**config.mk**
```make
export PLATFORM = sky130hd
export DESIGN_NAME = sseg_capture
export DESIGN_NICKNAME = d
export VERILOG_FILES = /design/src/rtl/sseg_capture.sv
export SDC_FILE = /design/constraint.sdc
export NUM_CORES = 1
export LEC_CHECK = 0
export BUFFER_PORTS_ARGS = -buffer_cell sky130_fd_sc_hd__buf_2
export CORE_MARGIN = 2
export CORE_UTILIZATION = 57
export DETAILED_ROUTE_END_ITERATION = 12
export PLACE_DENSITY = 0.78
export RECOVER_POWER = 100
export SETUP_SLACK_MARGIN = 0.3
export SYNTH_ARGS = -nofsm -noshare
export SYNTH_HDL_FRONTEND = slang
export SYNTH_SLANG_ARGS = --single-unit
```
**constraint.sdc**
```tcl
create_clock -name clk -period 2.99 [get_ports clk]
set_input_delay 0.1495 -clock clk [delete_from_list [all_inputs] [get_ports clk]]
set_output_delay 0.1495 -clock clk [all_outputs]
set_load 0.03 [all_outputs]
```
**src/rtl/sseg_capture.sv**
```systemverilog
// Recovers the four digit patterns of a multiplexed seven-segment display by
// sampling its digit enables and segment bus, with a no-activity watchdog.
module sseg_capture #(
  parameter int STABLE_CNT = 4,
  parameter int TIMEOUT_W  = 20
) (
  input  logic       clk,
  input  logic       reset,
  input  logic [3:0] an_in,
  input  logic [7:0] sseg_in,
  output logic [7:0] out0,
  output logic [7:0] out1,
  output logic [7:0] out2,
  output logic [7:0] out3,
  output logic [3:0] valid,
  output logic       frame_stb,
  output logic       an_err,
  output logic       timeout
);

  localparam logic [7:0]           RUN_MAX = 8'(STABLE_CNT);
  localparam logic [TIMEOUT_W-1:0] WD_MAX  = '1;

  logic [3:0]           an_s1, an_s2;
  logic [7:0]           ss_s1, ss_s2;
  logic [1:0]           idx, prev_idx;
  logic [7:0]           prev_ss;
  logic                 digit_ok, illegal;
  logic [7:0]           run_cnt, run_next;
  logic                 capture;
  logic [3:0]           cap_mask, seen, seen_upd;
  logic                 frame_hit;
  logic [TIMEOUT_W-1:0] wd_cnt, wd_next;
  logic                 wd_hit;
  logic [7:0]           outs [4];

  assign out0 = outs[0];
  assign out1 = outs[1];
  assign out2 = outs[2];
  assign out3 = outs[3];

  always_comb begin
    idx      = 2'd0;
    digit_ok = 1'b1;
    illegal  = 1'b0;
    case (an_s2)
      4'b1110: idx = 2'd0;
      4'b1101: idx = 2'd1;
      4'b1011: idx = 2'd2;
      4'b0111: idx = 2'd3;
      4'b1111: digit_ok = 1'b0;
      default: begin
        digit_ok = 1'b0;
        illegal  = 1'b1;
      end
    endcase
  end

  // A zero run count means "no run in progress", so a sample equal to the one
  // before an idle gap still starts a fresh run.
  always_comb begin
    run_next = 8'd0;
    if (digit_ok) begin
      if (run_cnt != 8'd0 && idx == prev_idx && ss_s2 == prev_ss)
        run_next = (run_cnt == RUN_MAX) ? RUN_MAX : run_cnt + 8'd1;
      else
        run_next = 8'd1;
    end
  end

  always_comb begin
    capture   = digit_ok && (run_next == RUN_MAX) && (run_cnt != RUN_MAX);
    cap_mask  = capture ? (4'b0001 << idx) : 4'b0000;
    seen_upd  = seen | cap_mask;
    frame_hit = capture && (seen_upd == 4'hF);
    if (capture)
      wd_next = '0;
    else if (wd_cnt == WD_MAX)
      wd_next = WD_MAX;
    else
      wd_next = wd_cnt + 1'b1;
    wd_hit = (wd_next == WD_MAX);
  end

  always_ff @(posedge clk) begin
    if (reset) begin
      an_s1     <= 4'hF;
      an_s2     <= 4'hF;
      ss_s1     <= 8'hFF;
      ss_s2     <= 8'hFF;
      prev_idx  <= 2'd0;
      prev_ss   <= 8'hFF;
      run_cnt   <= 8'd0;
      seen      <= 4'h0;
      valid     <= 4'h0;
      wd_cnt    <= '0;
      frame_stb <= 1'b0;
      an_err    <= 1'b0;
      timeout   <= 1'b0;
      for (int i = 0; i < 4; i++) outs[i] <= 8'hFF;
    end else begin
      an_s1     <= an_in;
      an_s2     <= an_s1;
      ss_s1     <= sseg_in;
      ss_s2     <= ss_s1;
      prev_idx  <= idx;
      prev_ss   <= ss_s2;
      run_cnt   <= run_next;
      wd_cnt    <= wd_next;
      timeout   <= wd_hit;
      frame_stb <= frame_hit;
      an_err    <= illegal;
      if (capture) outs[idx] <= ss_s2;
      // wd_hit can only be true on a cycle without a capture
      if (wd_hit) begin
        valid <= 4'h0;
        seen  <= 4'h0;
      end else begin
        valid <= valid | cap_mask;
        seen  <= frame_hit ? 4'h0 : seen_upd;
      end
    end
  end

endmodule

```
## Word level (Yosys, flattened, before mapping)

Memory sizes are Yosys's and may differ from the RTL's.
Index checks and enable logic that the tools add are counted.

| storage, ports and cells | value |
|---|---|
| register bits after elaboration | 73 |
| memory bits (writable) | 32 |
| input port bits | 14 |
| output and inout port bits | 39 |
| logic and storage cells | 60 |
| memories | 1 |

| operators by class | value |
|---|---|
| add/sub/neg operators | 2 |
| eq/ne operators | 13 |
| shifts and indexed selects | 1 |
| muxes and demuxes | 17 |
| bitwise gates (word level) | 2 |
| reductions and logical operators | 11 |

Memories:

| name | words | width | read ports | clocked after Yosys merged registers in | wr ports | RTL line | RTL |
|---|---|---|---|---|---|---|---|
| outs | 4 | 8 | 4 | 0 | 4 | 35 | `logic [7:0] outs [4];` |

Operators with widths:

| kind | number |
|---|---|
| 20-bit == test (second input constant) | 2 |
| 20-bit 2-to-1 mux | 2 |
| 8-bit 2-to-1 mux | 4 |
| 20-bit by 1-bit adder with 20-bit output (second input constant) | 1 |
| 4-bit == test (second input constant) | 5 |
| 8-bit by 3-bit == test with 1-bit output (second input constant) | 2 |
| 8-bit by 1-bit adder with 8-bit output (second input constant) | 1 |
| 8-bit == test | 1 |
| 1-bit 2-to-1 mux | 8 |
| 8-bit by 3-bit inequality test with 1-bit output (second input constant) | 1 |
| 4-bit bitwise OR | 2 |
| 8-bit nonzero test | 1 |
| 8-bit OR reduction | 1 |
| 2-bit case mux with 3 select lines | 1 |
| 1-bit logical AND | 5 |
| 5-bit OR reduction | 1 |
| 4-bit by 3-bit == test with 1-bit output (second input constant) | 1 |
| 4-bit 2-to-1 mux | 1 |
| 4-bit OR reduction | 1 |
| 1-bit by 2-bit left shift with 4-bit output (first input constant) | 1 |
| 3-bit OR reduction | 1 |
| 2-bit == test | 1 |
| 2-bit 2-to-1 mux | 1 |
| 2-bit OR reduction | 1 |

## Depth between registers and ports, before layout

| depth | value |
|---|---|
| depth in word-level cells | 15 |
| gate-level depth with buffers | 10 |
| mapped depth without buffers | 8 |

## Worst setup path before layout

Ideal clock, no wire load.

| timing path | value |
|---|---|
| path type | register -> register |
| start | reg run_cnt[0] |
| end | mem outs[0][0], enable pin |
| library setup time | 0.309 ns |
| data arrival time | 2.049 ns |
| data required time | 2.681 ns |
| setup slack | 0.632 ns |
| cell stages (with the launch flop) | 10 |
| buffers on the path | 2 |
| period minus slack after synthesis | 2.358 ns |
| cells stage by stage | dfxtp_1 clkbuf_1 inv_1 ha_1 inv_1 nand2_1 nor4_2 and4_1 clkbuf_1 or2_2 |

RTL lines:

| item | RTL line | RTL |
|---|---|---|
| from (decl) | 29 | `logic [7:0] run_cnt, run_next;` |
| from (signal assigned) | 108 | `run_cnt <= run_next;` |
| to (decl) | 35 |  |

## Worst setup path after layout

| timing path | value |
|---|---|
| start | reg an_s2[1] |
| end | reg valid[1] |

| between the ends | value |
|---|---|
| word-level cells in the longest chain between the ends | 13 |
| elaborated cells between the ends (all ways) | 21 |
| those cells by class | eq/ne (7); shift (1); mux (6); bitwise (1); reduce/logical (6) |

Ends and longest elaborated chain:

| item | RTL line | RTL |
|---|---|---|
| from (decl) | 24 | `logic [3:0] an_s1, an_s2;` |
| from (signal assigned) | 103 | `an_s2 <= an_s1;` |
| 4-bit by 3-bit == test with 1-bit output or 4-bit == test (tied branches) | 46 | `case (an_s2)` |
| 2-bit case mux with 3 select lines | 46 |  |
| 2-bit == test | 64 | `if (run_cnt != 8'd0 && idx == prev_idx && ss_s2 == prev_ss)` |
| 1-bit logical AND (2 in a row) | 64 |  |
| 8-bit 2-to-1 mux | 64 |  |
| 8-bit 2-to-1 mux | 63 | `if (digit_ok) begin` |
| 8-bit by 3-bit == test with 1-bit output | 72 | `capture = digit_ok && (run_next == RUN_MAX) && (run_cnt != RUN_MAX);` |
| 1-bit logical AND (2 in a row) | 72 |  |
| 20-bit 2-to-1 mux | 76 | `if (capture)` |
| 20-bit == test | 82 | `wd_hit = (wd_next == WD_MAX);` |
| 2-bit OR reduction (no line) | n/a |  |
| to (signal assigned) | 119 | `valid <= valid \| cap_mask;` |
| to (decl) | 15 | `output logic [3:0] valid,` |

Parallel ways exist; a longest one is shown, timed or not.
A chain may end at the register's enable or synchronous reset.

==> results.sh <==
export IMPL_cp_data_arrival_time_ps=2840
export IMPL_numCtsBuffers=9
export IMPL_grt_use_met3_pct=3.944
export IMPL_ios=53
export IMPL_grt_util_met2_pct=31.37
export IMPL_overflow=0
export IMPL_synth_area_leaders="dfxtp_1 (33%), edfxtp_1 (22%), xor2_1 (4.4%)"
export IMPL_cts_root_buf="clkbuf_8"
export IMPL_r2r_setup_slack_ps=320
export IMPL_synth_xor_area_share_pct=5.780
export IMPL_finalSetupTns_ps=0
export IMPL_cts_sinks=105
export IMPL_outcome="complete, but fails checks"
export IMPL_hold_class="reg2reg"
export IMPL_post_synth_top_count_cell="dfxtp_1"
export IMPL_ys_async_sr_fraction_pct=0
export IMPL_synth_edf_count=32
export IMPL_synth_nets=451
export IMPL_die_w_um=91.80
export IMPL_slew_viol_final=54
export IMPL_startpoint_type="flop"
export IMPL_cts_tree="yes"
export IMPL_cp_endpoint="valid[1]"
export IMPL_drc=0
export IMPL_crit_path_end_kind="flop"
export IMPL_clk_pin_slew_ps=110
export IMPL_final_cells=600
export IMPL_first_iter_violations=121
export IMPL_grt_pass1_vias=3001
export IMPL_n_antenna_cell=0
export IMPL_clkLatencyLatePin_ps=370
export IMPL_antenna_left=0
export IMPL_worstMarginPinSlew_ps=1936
export IMPL_synth_compound_area_share_pct=8.770
export IMPL_setup_violations_final=0
export IMPL_hold_viol_final=0
export IMPL_wire_per_inst_um=14.25
export IMPL_p_total_mw=2.487
export IMPL_muxShareOfSynthArea_pct=0
export IMPL_drt_wl_total_mm=8.549
export IMPL_slew_headroom_pct=-29.09
export IMPL_synthAdderAreaFrac_pct=1.167
export IMPL_cts_max_path_buffers=2
export IMPL_ys_seq_area_share_pct=55.13
export IMPL_yosysTopAreaCell="dfxtp_1"
export IMPL_area_growth_pct=14.55
export IMPL_rows=32
export IMPL_ys_flop_type="dfxtp_1"
export IMPL_drtPass1Iterations=4
export IMPL_yosys_warnings=0
export IMPL_leakage_nw=1.620
export IMPL_finalCritPeriodShare_pct=89.17
export IMPL_antenna_found_initial=0
export IMPL_rsz0062_at_grt="no"
export IMPL_die_area_mm2=0.008427
export IMPL_worstSetupStartpoint="an_s2[1]"
export IMPL_syn_mean_instance_area_um2=10.12
export IMPL_worst_clock_skew_ps=10.96
export IMPL_fmax_ghz=0.3751
export IMPL_timing_reg2reg_worst_path_depth=9
export IMPL_coreArea_mm2=0.007607
export IMPL_cap_violations=1
export IMPL_fin_nets=510
export IMPL_p_per_area_mw_per_mm2=494.1
export IMPL_ys_types=55
export IMPL_yosys_area_share_simple_pct=25.03
export IMPL_h_tree_depth=3
export IMPL_grt_max_degree=54
export IMPL_mappedNetlistArea_mm2=0.004394
export IMPL_post_route_min_period_ps=2666
export IMPL_port_buffers=52
export IMPL_peakVddDrop_uv=279.0
export IMPL_synth_top_family_by_area="simple AND/OR/NAND/NOR gates"
export IMPL_synth_cells=434
export IMPL_die_y_um=91.80
export IMPL_synth_seq_cells=105
export IMPL_synth_commonest_cells="dfxtp_1 (73), nand2_1 (48), edfxtp_1 (32), or2_2 (28)"
export IMPL_grt_first_pass_wirelength_mm=14.24
export IMPL_initial_core_util_pct=57.76
export IMPL_grt_usage_pct=21.27
export IMPL_netlist_area_leader_share_pct=33.26
export IMPL_place_gp_congestion=0.9053
export IMPL_viasPerCell=5.408
export IMPL_path_max_fanout=9
export IMPL_violations="capacitance limit, slew limit"
export IMPL_hold_path_cell_count=1
export IMPL_regToRegEndpoint="valid[1]"
export IMPL_crit_type="reg2reg"
export IMPL_hpwl_mm=5.964
export IMPL_regToRegStartpoint="an_s2[1]"
export IMPL_critPathRequiredTime_ps=3170
export IMPL_dp_cells=569
export IMPL_top_usage_layer="met2"
export IMPL_dr_total_vias=3245
export IMPL_met1_usage_pct=31.26
export IMPL_drive_gt1_share_pct=17.27
-- metrics by stage --
| stage | worst slack [ps] | utilization, % | hold slack (ps) | instance area [µm²] |
|---|---|---|---|---|
| global route | 153.5 | 66.17 | 423.8 | 5034 |
| floorplan | 631.7 | - | 253.3 | 4394 |
| finish | 324.0 | 66.17 | 407.8 | 5034 |
| CTS | 325.9 | 66.18 | 365.4 | 5035 |
| global placement | 310.0 | 62.01 | 330.9 | 4717 |
| detailed placement | 272.6 | 62.01 | 333.6 | 4717 |
-- cell families after synthesis --
group,after synthesis
compound gates,58
xor+xnor,29
simple gates,194
buf+inv,44
fa+ha+maj,4
flops,105
-- cell type report --
type                       instances  area [µm²]
clock inverter                     7       71.32
clock buffer                       9       123.9
inverter                          19       71.32
fill                             621        2574
sequential                       105        2430
multi-input combinational        285        1815
tap                              102       127.6
timing repair buffer              73       394.1
-- sequential cells by signal (all words and copies together), names as in the netlist --
| register | cells |
|---|---|
| prev_idx | 2 |
| valid | 4 |
| an_err | 1 |
| ss_s1 | 8 |
| prev_ss | 8 |
| frame_stb | 1 |
| an_s2 | 4 |
| ss_s2 | 8 |
| timeout | 1 |
| seen | 4 |
| wd_cnt | 20 |
| outs | 32 |
| run_cnt | 8 |
| an_s1 | 4 |
-- what timing repair did --
item	in CTS	in global routing
hold buffers	12	0
setup buffers	0	3
setup endpoints to repair	9	88
hold endpoints to repair	12	0
resized for setup	1	13
cloned	0	0
pin swaps	0	3
-- layout by cell type (no fill, tap or decap), types with 7 or more instances in the layout --
cell	n
or2_2	28
clkbuf_8	9
clkbuf_1	41
dfxtp_1	67
edfxtp_1	32
xor2_1	22
buf_2	12
nand3_1	10
nor2_1	26
nor3_1	18
buf_4	8
nand4_1	7
dlygate4sd3_1	12
inv_1	19
a21oi_1	26
xnor2_1	7
nand2_1	48
-- per-layer routing --
layer | wire, µm | vias to the layer above
li1 | - | 1624
met5 | 0 | -
met4 | 91 | 0
met1 | 4119 | 1519
met2 | 3855 | 94
met3 | 482 | 8
-- critical path, stage by stage, from the launching register on --
cell and delay, ps:
dfxtp_1 480, maj3_1 300, nand3_4 140, a221oi_1 590, nor4_4 150, and3_1 250
buf_4 180, a211oi_4 150, buf_4 190, nor3_1 60
-- worst min-delay path by stage --
stage                     slack (ps)  endpoint        from
final                            410  ss_s2[5]    ss_s1[5]
after global routing             420  ss_s2[6]    ss_s1[6]
after CTS                        370   timeout       reset
after detailed placement         330  ss_s1[5]  sseg_in[5]
after global placement           330  an_s1[0]    an_in[0]
after floorplan                  250  an_s1[0]    an_in[0]
-- power by group --
group	switching [mW]	leakage [nW]	total, mW	internal [mW]
Clock	0.516	0.0926	0.842	0.326
Combinational	0.0753	0.704	0.133	0.0575
Sequential	0.0225	0.824	1.51	1.49
Total	0.614	1.62	2.49	1.87
Power figures use the tool's default switching activity.
